===== config.mk =====
export PLATFORM = sky130hd
export DESIGN_NAME = layer_sequencer_flat
export DESIGN_NICKNAME = d
export VERILOG_FILES = /design/src/rtl/layer_sequencer_if.sv /design/src/rtl/layer_sequencer.sv /design/src/flat_wrapper.sv
export SDC_FILE = /design/constraint.sdc
export NUM_CORES = 2
export LEC_CHECK = 0
export ABC_AREA = 1
export CAP_MARGIN = 20
export CORE_AREA = 10 10 446 448
export DETAILED_ROUTE_END_ITERATION = 8
export DIE_AREA = 0 0 456 458
export HOLD_SLACK_MARGIN = 0.15
export PLACE_DENSITY = 0.48
export SLEW_MARGIN = 20
export SYNTH_ARGS = -nofsm -noshare
export SYNTH_HDL_FRONTEND = slang
export SYNTH_SLANG_ARGS = --single-unit

===== constraint.sdc =====
create_clock -name clk -period 4 [get_ports clk]
set_input_delay 0.8 -clock clk [delete_from_list [all_inputs] [get_ports clk]]
set_output_delay 0.8 -clock clk [all_outputs]
set_load 0.01 [all_outputs]

===== src/rtl/layer_sequencer_if.sv =====
// Memory and neuron_processor side of layer_sequencer: weight/threshold read
// ports plus the beat stream towards the neuron_processor and its result.
interface layer_sequencer_if #(
    parameter int NUM_INPUTS      = 784,
    parameter int NUM_NEURONS     = 256,
    parameter int PARALLEL_INPUTS = 8,
    parameter int THRESH_WIDTH    = 32
);
    localparam int BEATS = (NUM_INPUTS + PARALLEL_INPUTS - 1) / PARALLEL_INPUTS;
    localparam int WA_W  = (NUM_NEURONS * BEATS > 1) ? $clog2(NUM_NEURONS * BEATS) : 1;
    localparam int TA_W  = (NUM_NEURONS > 1) ? $clog2(NUM_NEURONS) : 1;

    logic                       wt_rd_en;
    logic [WA_W-1:0]            wt_rd_addr;
    logic [PARALLEL_INPUTS-1:0] wt_rd_data;
    logic                       thr_rd_en;
    logic [TA_W-1:0]            thr_rd_addr;
    logic [THRESH_WIDTH-1:0]    thr_rd_data;
    logic [PARALLEL_INPUTS-1:0] np_inputs;
    logic [PARALLEL_INPUTS-1:0] np_weights;
    logic [THRESH_WIDTH-1:0]    np_threshold;
    logic                       np_inputs_valid;
    logic                       np_weights_valid;
    logic                       np_out_valid;
    logic                       np_out;

    modport master (
        output wt_rd_en, wt_rd_addr, thr_rd_en, thr_rd_addr,
               np_inputs, np_weights, np_threshold, np_inputs_valid, np_weights_valid,
        input  wt_rd_data, thr_rd_data, np_out_valid, np_out
    );

    modport slave (
        input  wt_rd_en, wt_rd_addr, thr_rd_en, thr_rd_addr,
               np_inputs, np_weights, np_threshold, np_inputs_valid, np_weights_valid,
        output wt_rd_data, thr_rd_data, np_out_valid, np_out
    );
endinterface


===== src/rtl/layer_sequencer.sv =====
// Walks every neuron of a binary FC layer: fetch threshold, stream weight/activation
// beats to one neuron_processor, collect its result bit into out_vec.
module layer_sequencer #(
    parameter int NUM_INPUTS      = 784,
    parameter int NUM_NEURONS     = 256,
    parameter int PARALLEL_INPUTS = 8,
    parameter int THRESH_WIDTH    = 32
) (
    input  logic                   clk,
    input  logic                   rst,
    input  logic                   start,
    input  logic [NUM_INPUTS-1:0]  in_bits,
    output logic                   busy,
    output logic                   done,
    output logic [NUM_NEURONS-1:0] out_vec,
    output logic                   err,
    layer_sequencer_if.master      bus
);
    localparam int PI    = PARALLEL_INPUTS;
    localparam int BEATS = (NUM_INPUTS + PI - 1) / PI;
    localparam int PW    = BEATS * PI;
    localparam int WA_W  = (NUM_NEURONS * BEATS > 1) ? $clog2(NUM_NEURONS * BEATS) : 1;
    localparam int TA_W  = (NUM_NEURONS > 1) ? $clog2(NUM_NEURONS) : 1;
    localparam int BT_W  = (BEATS > 1) ? $clog2(BEATS) : 1;

    typedef enum logic [2:0] {IDLE, THR, STREAM, WAIT_OUT, DONE} state_t;

    state_t                  state, nxt;
    logic [NUM_INPUTS-1:0]   in_q;
    logic [TA_W-1:0]         neuron;
    logic [BT_W-1:0]         beat;
    logic                    thr_pend;
    logic [THRESH_WIDTH-1:0] thr_q;
    logic                    np_vld;
    logic [PI-1:0]           in_slice_q;
    logic [PI-1:0]           keep_q;
    logic [PW-1:0]           in_pad;
    logic [PW-1:0]           wt_keep;

    wire last_beat   = (beat == BT_W'(BEATS - 1));
    wire last_neuron = (neuron == TA_W'(NUM_NEURONS - 1));

    // Pad positions past NUM_INPUTS: activation 1, weight forced 0 -> XNOR is 0.
    for (genvar i = 0; i < PW; i++) begin : g_pad
        if (i < NUM_INPUTS) begin : g_act
            assign in_pad[i]  = in_q[i];
            assign wt_keep[i] = 1'b1;
        end else begin : g_fill
            assign in_pad[i]  = 1'b1;
            assign wt_keep[i] = 1'b0;
        end
    end

    always_comb begin
        nxt = state;
        case (state)
            IDLE:     if (start) nxt = THR;
            THR:      nxt = STREAM;
            STREAM:   if (last_beat) nxt = WAIT_OUT;
            WAIT_OUT: if (bus.np_out_valid) nxt = last_neuron ? DONE : THR;
            DONE:     nxt = IDLE;
            default:  nxt = IDLE;
        endcase
    end

    assign done                 = (state == DONE);
    assign bus.thr_rd_en        = (state == THR);
    assign bus.thr_rd_addr      = bus.thr_rd_en ? neuron : '0;
    assign bus.wt_rd_en         = (state == STREAM);
    assign bus.wt_rd_addr       = bus.wt_rd_en ?
                                  (WA_W'(neuron) * WA_W'(BEATS) + WA_W'(beat)) : '0;
    assign bus.np_inputs        = in_slice_q;
    assign bus.np_weights       = np_vld ? (bus.wt_rd_data & keep_q) : '0;
    assign bus.np_threshold     = thr_q;
    assign bus.np_inputs_valid  = np_vld;
    assign bus.np_weights_valid = np_vld;

    always_ff @(posedge clk or negedge rst) begin
        if (!rst) begin
            state      <= IDLE;
            busy       <= 1'b0;
            err        <= 1'b0;
            out_vec    <= '0;
            in_q       <= '0;
            neuron     <= '0;
            beat       <= '0;
            thr_pend   <= 1'b0;
            thr_q      <= '0;
            np_vld     <= 1'b0;
            in_slice_q <= '0;
            keep_q     <= '0;
        end else begin
            state    <= nxt;
            thr_pend <= (state == THR);
            if (thr_pend) thr_q <= bus.thr_rd_data;
            // Activation slice and pad mask lag one cycle to line up with read data.
            np_vld <= (state == STREAM);
            if (state == STREAM) begin
                in_slice_q <= in_pad[beat*PI +: PI];
                keep_q     <= wt_keep[beat*PI +: PI];
                beat       <= last_beat ? '0 : beat + 1'b1;
            end
            if (bus.np_out_valid && state != WAIT_OUT) err <= 1'b1;
            case (state)
                IDLE: if (start) begin
                    in_q    <= in_bits;
                    out_vec <= '0;
                    err     <= 1'b0;
                    busy    <= 1'b1;
                    neuron  <= '0;
                end
                THR: beat <= '0;
                WAIT_OUT: if (bus.np_out_valid) begin
                    out_vec[neuron] <= bus.np_out;
                    if (!last_neuron) neuron <= neuron + 1'b1;
                end
                DONE: busy <= 1'b0;
                default: ;
            endcase
        end
    end
endmodule


===== src/flat_wrapper.sv =====
// flat-port wrapper written by rule: the top's interface ports become plain ports
module layer_sequencer_flat 
#(
    parameter int NUM_INPUTS      = 784,
    parameter int NUM_NEURONS     = 256,
    parameter int PARALLEL_INPUTS = 8,
    parameter int THRESH_WIDTH    = 32
)
  (clk, rst, start, in_bits, busy, done, out_vec, err, bus_wt_rd_en, bus_wt_rd_addr, bus_thr_rd_en, bus_thr_rd_addr, bus_np_inputs, bus_np_weights, bus_np_threshold, bus_np_inputs_valid, bus_np_weights_valid, bus_wt_rd_data, bus_thr_rd_data, bus_np_out_valid, bus_np_out);
  layer_sequencer_if #(.NUM_INPUTS(NUM_INPUTS), .NUM_NEURONS(NUM_NEURONS), .PARALLEL_INPUTS(PARALLEL_INPUTS), .THRESH_WIDTH(THRESH_WIDTH)) bus_i ();
  input  logic clk;
  input  logic rst;
  input  logic start;
  input  logic [NUM_INPUTS-1:0] in_bits;
  output logic busy;
  output logic done;
  output logic [NUM_NEURONS-1:0] out_vec;
  output logic err;
  output wire logic [$bits(bus_i.wt_rd_en)-1:0] bus_wt_rd_en;
  output wire logic [$bits(bus_i.wt_rd_addr)-1:0] bus_wt_rd_addr;
  output wire logic [$bits(bus_i.thr_rd_en)-1:0] bus_thr_rd_en;
  output wire logic [$bits(bus_i.thr_rd_addr)-1:0] bus_thr_rd_addr;
  output wire logic [$bits(bus_i.np_inputs)-1:0] bus_np_inputs;
  output wire logic [$bits(bus_i.np_weights)-1:0] bus_np_weights;
  output wire logic [$bits(bus_i.np_threshold)-1:0] bus_np_threshold;
  output wire logic [$bits(bus_i.np_inputs_valid)-1:0] bus_np_inputs_valid;
  output wire logic [$bits(bus_i.np_weights_valid)-1:0] bus_np_weights_valid;
  input wire logic [$bits(bus_i.wt_rd_data)-1:0] bus_wt_rd_data;
  input wire logic [$bits(bus_i.thr_rd_data)-1:0] bus_thr_rd_data;
  input wire logic [$bits(bus_i.np_out_valid)-1:0] bus_np_out_valid;
  input wire logic [$bits(bus_i.np_out)-1:0] bus_np_out;
  assign bus_wt_rd_en = bus_i.wt_rd_en;
  assign bus_wt_rd_addr = bus_i.wt_rd_addr;
  assign bus_thr_rd_en = bus_i.thr_rd_en;
  assign bus_thr_rd_addr = bus_i.thr_rd_addr;
  assign bus_np_inputs = bus_i.np_inputs;
  assign bus_np_weights = bus_i.np_weights;
  assign bus_np_threshold = bus_i.np_threshold;
  assign bus_np_inputs_valid = bus_i.np_inputs_valid;
  assign bus_np_weights_valid = bus_i.np_weights_valid;
  assign bus_i.wt_rd_data = bus_wt_rd_data;
  assign bus_i.thr_rd_data = bus_thr_rd_data;
  assign bus_i.np_out_valid = bus_np_out_valid;
  assign bus_i.np_out = bus_np_out;
  layer_sequencer #(.NUM_INPUTS(NUM_INPUTS), .NUM_NEURONS(NUM_NEURONS), .PARALLEL_INPUTS(PARALLEL_INPUTS), .THRESH_WIDTH(THRESH_WIDTH)) u_core (.clk(clk), .rst(rst), .start(start), .in_bits(in_bits), .busy(busy), .done(done), .out_vec(out_vec), .err(err), .bus(bus_i));
endmodule

# Word level (Yosys, flattened, before mapping)
# Cells that the tools add are included.
[op_classes]
n_addsub = 3
mul = 1
magnitude_cmp = 2
n_eq_ne = 11
n_shift = 2
mux = 26
bitwise = 1
n_reduce_logical = 11
[op_table]
columns = ["cell", "count"]
rows = [
  ["784-bit by 11-bit indexed part select with 8-bit output", 1],
  ["784-bit by 11-bit indexed part select with 8-bit output (first input constant)", 1],
  ["256-bit two-way mux", 2],
  ["256-bit one-hot mux with 2 select lines", 1],
  ["256-bit bitwise mux", 1],
  ["8-bit two-way mux", 5],
  ["7-bit two-way mux", 3],
  ["8-bit one-hot mux with 2 select lines", 1],
  ["15-bit by 7-bit adder with 15-bit output", 1],
  ["15-bit two-way mux", 1],
  ["8-bit by 6-bit multiplier with 14-bit output (second input constant)", 1],
  ["3-bit two-way mux", 4],
  ["3-bit one-hot mux with 4 select lines", 1],
  ["8-bit by 9-bit < comparator with 1-bit output (second input constant)", 1],
  ["8-bit by 1-bit adder with 8-bit output (second input constant)", 1],
  ["8-bit bitwise AND", 1],
  ["1-bit demux with 8-bit select", 1],
  ["8-bit equality test (second input constant)", 1],
  ["8-bit by 1-bit greater-or-equal comparator with 1-bit output (second input constant)", 1],
  ["2-bit != test (second input constant)", 4],
  ["7-bit by 1-bit adder with 7-bit output (second input constant)", 1],
  ["7-bit equality test (second input constant)", 1],
  ["3-bit by 2-bit equality test with 1-bit output (second input constant)", 2],
  ["3-bit AND reduction", 2],
  ["10 further kinds", 18],
]
[word_totals]
register_bits = 1110
inputBits = 829
out_inout_bits = 334
word_cells = 69

# Logic depth before layout (Yosys ltp)
[depth]
word_depth = 7
depth_mapped = 17
depth_no_buf = 17

# Worst setup path after synthesis
# Ideal clock, no wire load.
[synth_path]
path_type = "register to output"
from = "register u_core.neuron[2]"
to = "output bus_wt_rd_addr[14]"
arrival_time_ps = 3082
required_ps = 3200
slack_ps = 118
stages_incl_launch_ff = 18
n_path_buf = 0
cell_sequence = "dfrtp_1 > inv_1 > ha_1 > inv_1 > fa_1 > inv_1 > ha_1 > fa_1 > nand3_1 > nand2_1 > xnor2_1 > nor2_1 > inv_1 > nor2_1 > nand2_1 > nor2_1 > nor2_1 > nor2_1"
[synth_between]
elab_chain_cells = 3
[synth_lines]
columns = ["element", "line_no", "source"]
rows = [
  ["start, declared", "layer_sequencer.sv:30", "logic [TA_W-1:0] neuron;"],
  ["start signal, assigned", "layer_sequencer.sv:115", "if (!last_neuron) neuron <= neuron + 1'b1;"],
  ["8-bit by 6-bit multiplier with 14-bit output", "layer_sequencer.sv:71", "(WA_W'(neuron) * WA_W'(BEATS) + WA_W'(beat)) : '0;"],
  ["15-bit by 7-bit adder with 15-bit output", "layer_sequencer.sv:71", ""],
  ["15-bit two-way mux", "layer_sequencer.sv:70", "assign bus.wt_rd_addr = bus.wt_rd_en ?"],
  ["end, declared", "flat_wrapper.sv:20", "output wire logic [$bits(bus_i.wt_rd_addr)-1:0] bus_wt_rd_addr;"],
]
# Every way passes these cells.

# Final worst setup path
[layout_path]
from = "register u_core.neuron[2]"
to = "output bus_wt_rd_addr[11]"
# Same word-level chain as after synthesis.

==> impl_metrics.toml <==
[detailed_routing]
wire_per_inst_um = 25.5
wl_um = 271000
postRouteAntennaNets = 0
dr.pass1.iters = 5
drc = 0
viasPerCell = 4.86
drt_iter0_drc = 4284
num_vias = 51500

[logic_synthesis]
synth-warning-count = 0
synth-edff-count = 0
syn_nets = 7797
synthCells = 6916
synth-seq-cells = 1103
avgSynthCellArea_sq_um = 7.70
syn_area_sq_um = 53300
synthArstFlopShare_pct = 100
synth_ff_type = "dfrtp_1"
ys_types = 32
yosysSeqAreaShare_pct = 51.8

[sta]
clock_skew_ns = 0.0473
max_freq_mhz = 213
finalHoldViolations = 0
rsz0062_at_grt = "true"
tightest_slew_ns = 1.14
timing.hold.ws_ns = 0.473
finalCritPeriodShare_pct = 117
setup_slack_ns = -0.688
setup_viol = 8
period_minus_slack_ns = 4.69
slew_violations = 0
slew_headroom_pct = 24.1

[finish]
drive_gt1_share_pct = 6.85
syn2layout_area_growth_pct = 37.6
mostFrequentLayoutCells = "nand2_1 (2592), clkdlybuf4s50_1 (1152), dfrtp_1 (1098), o21ai_0 (848), inv_1 (507)"
final_cells = 10600
fin_area_sq_um = 73300
fin_nets = 8816
layout_commonest_cell = "nand2_1"

[global_route]
antenna_found_initial = 117
grt_usage_pct = 24.9
grt_pass1_vias = 51100
grt_pass1_wl_um = 384000
grt_start_max_net_pins = 183
gr-total-overflow = 0

[hold_path]
holdCritPathClass = "reg -> reg"
hp-start = "u_core.in_pad[368]"
whs_endpoint = "u_core.in_pad[368]"
hold_depth = 2

[floorplanning]
die_x_um = 456
core_sq_um = 190000
ioPinCount = 1163
fp-row-count = 160
die-area_sq_um = 209000
initial_core_util_pct = 28.1
die_y_um = 458

[flow_run]
maxCapViolations = 0

[placement]
gp_congestion = 0.911
dp_hpwl_um = 201000
placed_area_sq_um = 68200
port_buffers = 1162
dp.cells = 10300

[pwr]
power_density_nw_per_um2 = 738
peakVddDrop_v = 0.00114
p_leak_nw = 35.5

[clock_tree]
insertion_delay_ns = 0.79
cts_sinks = 1103
ctsHtreeMaxLevel = 4
cts_inserted_buffers = 139
clk_pin_slew_ns = 0.06
max-clock-path-buffers = 3
clockRootBuffer = "clkbuf_16"
tritoncts = "built"

[critical_path]
worst_r2r_path_depth = 12
crit_path_start_kind = "flip-flop"
cp.required_ns = 3.20
crit_type = "reg -> out"
ff2ff_setup_slack_ns = 0.71
arrival_ns = 3.89
endpoint_kind = "output port"
worstPathMaxFanout = 4
r2r-end = "u_core.bus.np_inputs[3]"
rr_startpoint = "u_core.beat[1]"

[status]
violations = "negative setup slack"
status = "finished with violations"
-- Yosys cell counts (9+ instances only) --
| cell type | instances | area (sq um) |
|---|---|---|
| o21ai_0 | 852 | 4260 |
| nor2_1 | 163 | 612 |
| mux2_2 | 32 | 360 |
| buf_1 | 13 | 48.8 |
| o211ai_1 | 112 | 841 |
| xor2_1 | 10 | 87.6 |
| inv_1 | 529 | 1990 |
| a21oi_1 | 393 | 1970 |
| nand2_1 | 2595 | 9740 |
| nand4_1 | 16 | 100 |
| ha_1 | 49 | 613 |
| dfrtp_1 | 1103 | 27600 |
| a31oi_1 | 9 | 56.3 |
| buf_6 | 18 | 203 |
| nand3_1 | 487 | 2440 |
| clkbuf_1 | 372 | 1400 |
| buf_2 | 101 | 505 |
| buf_4 | 12 | 90.1 |
-- flip-flops by register name, indices dropped and copies added (netlist names), 3 cells and up --
name,count
u_core.beat,7
u_core.bus.np_inputs,8
u_core.bus.np_threshold,32
u_core.in_pad,784
u_core.neuron,8
u_core.out_vec,256
u_core.state,3
-- how the worst max path moves through the flow --
stage                           from            endpoint  slack, ns  cells past startpoint
floorplan           u_core.neuron[2]  bus_wt_rd_addr[14]       0.12                     17
global placement    u_core.neuron[2]  bus_wt_rd_addr[14]      -0.76                     18
detailed placement  u_core.neuron[2]  bus_wt_rd_addr[14]      -0.56                     18
CTS                 u_core.neuron[2]  bus_wt_rd_addr[13]      -0.85                     15
global route        u_core.neuron[2]  bus_wt_rd_addr[11]      -0.90                     16
finish              u_core.neuron[2]  bus_wt_rd_addr[11]      -0.69                     16
-- cell families after synthesis --
group                    synth area share (%)
buffers and inverters                    8.00
adder cells (fa/ha/maj)                  1.26
multiplexers                            0.677
AND/OR/NAND/NOR                          24.4
flip-flops                               51.8
AO/OA/AOI/OAI                            13.6
XOR/XNOR                                0.247
-- critical path: stages, from the launching register on --
cell	delay (ns)
dfrtp_2	0.42
inv_2	0.07
ha_4	0.26
inv_2	0.03
fa_1	0.49
inv_2	0.05
ha_4	0.22
fa_2	0.60
nand2_1	0.05
inv_1	0.05
nand4_1	0.14
a21oi_2	0.19
inv_2	0.07
o21ai_2	0.11
o21ai_1	0.08
nor2_1	0.11
buf_2	0.16
-- timing repair --
| action | CTS | global route |
|---|---|---|
| gates resized for setup | 61 | 27 |
| endpoints found under the hold margin | 29 | 0 |
| pin swaps | 18 | 15 |
| setup endpoints to repair | 10 | 10 |
| hold buffers | 1 | 0 |
| buffers inserted | 3 | 2 |
-- per-layer routing --
metal	GRT usage, %	routed length, um
met5	0	221
met4	13.5	13100
met3	5.40	15900
met2	41.6	133000
met1	29.8	108000
-- power by group --
group	switching, mW	internal (mW)
sequential	1.74	15.5
clock	5.32	7.60
combinational	16.3	7.64
-- layout make-up --
| class | count | area, sq um |
|---|---|---|
| antenna | 64 | 160 |
| clock buffer | 206 | 4070 |
| clock inverter | 40 | 526 |
| fill | 19600 | 116000 |
| inverter | 538 | 2050 |
| multi-input combinational | 4759 | 21700 |
| sequential | 1103 | 27600 |
| tap | 2511 | 3140 |
| timing repair buffer | 1394 | 14100 |
-- through the flow --
| stage | total power, mW | utilization (%) | worst slack (ns) | setup TNS [ns] |
|---|---|---|---|---|
| floorplan | 31.9 | - | 0.118 | 0 |
| global placement | 41.3 | 36.0 | -0.761 | -3.56 |
| detailed placement | 41.6 | 36.0 | -0.565 | -2.82 |
| CTS | 54.8 | 38.5 | -0.847 | -5.41 |
| global route | 58.4 | 38.7 | -0.895 | -5.24 |
| finish | 54.1 | 38.7 | -0.688 | -3.93 |
No activity file was read; power rests on OpenSTA's default activity.
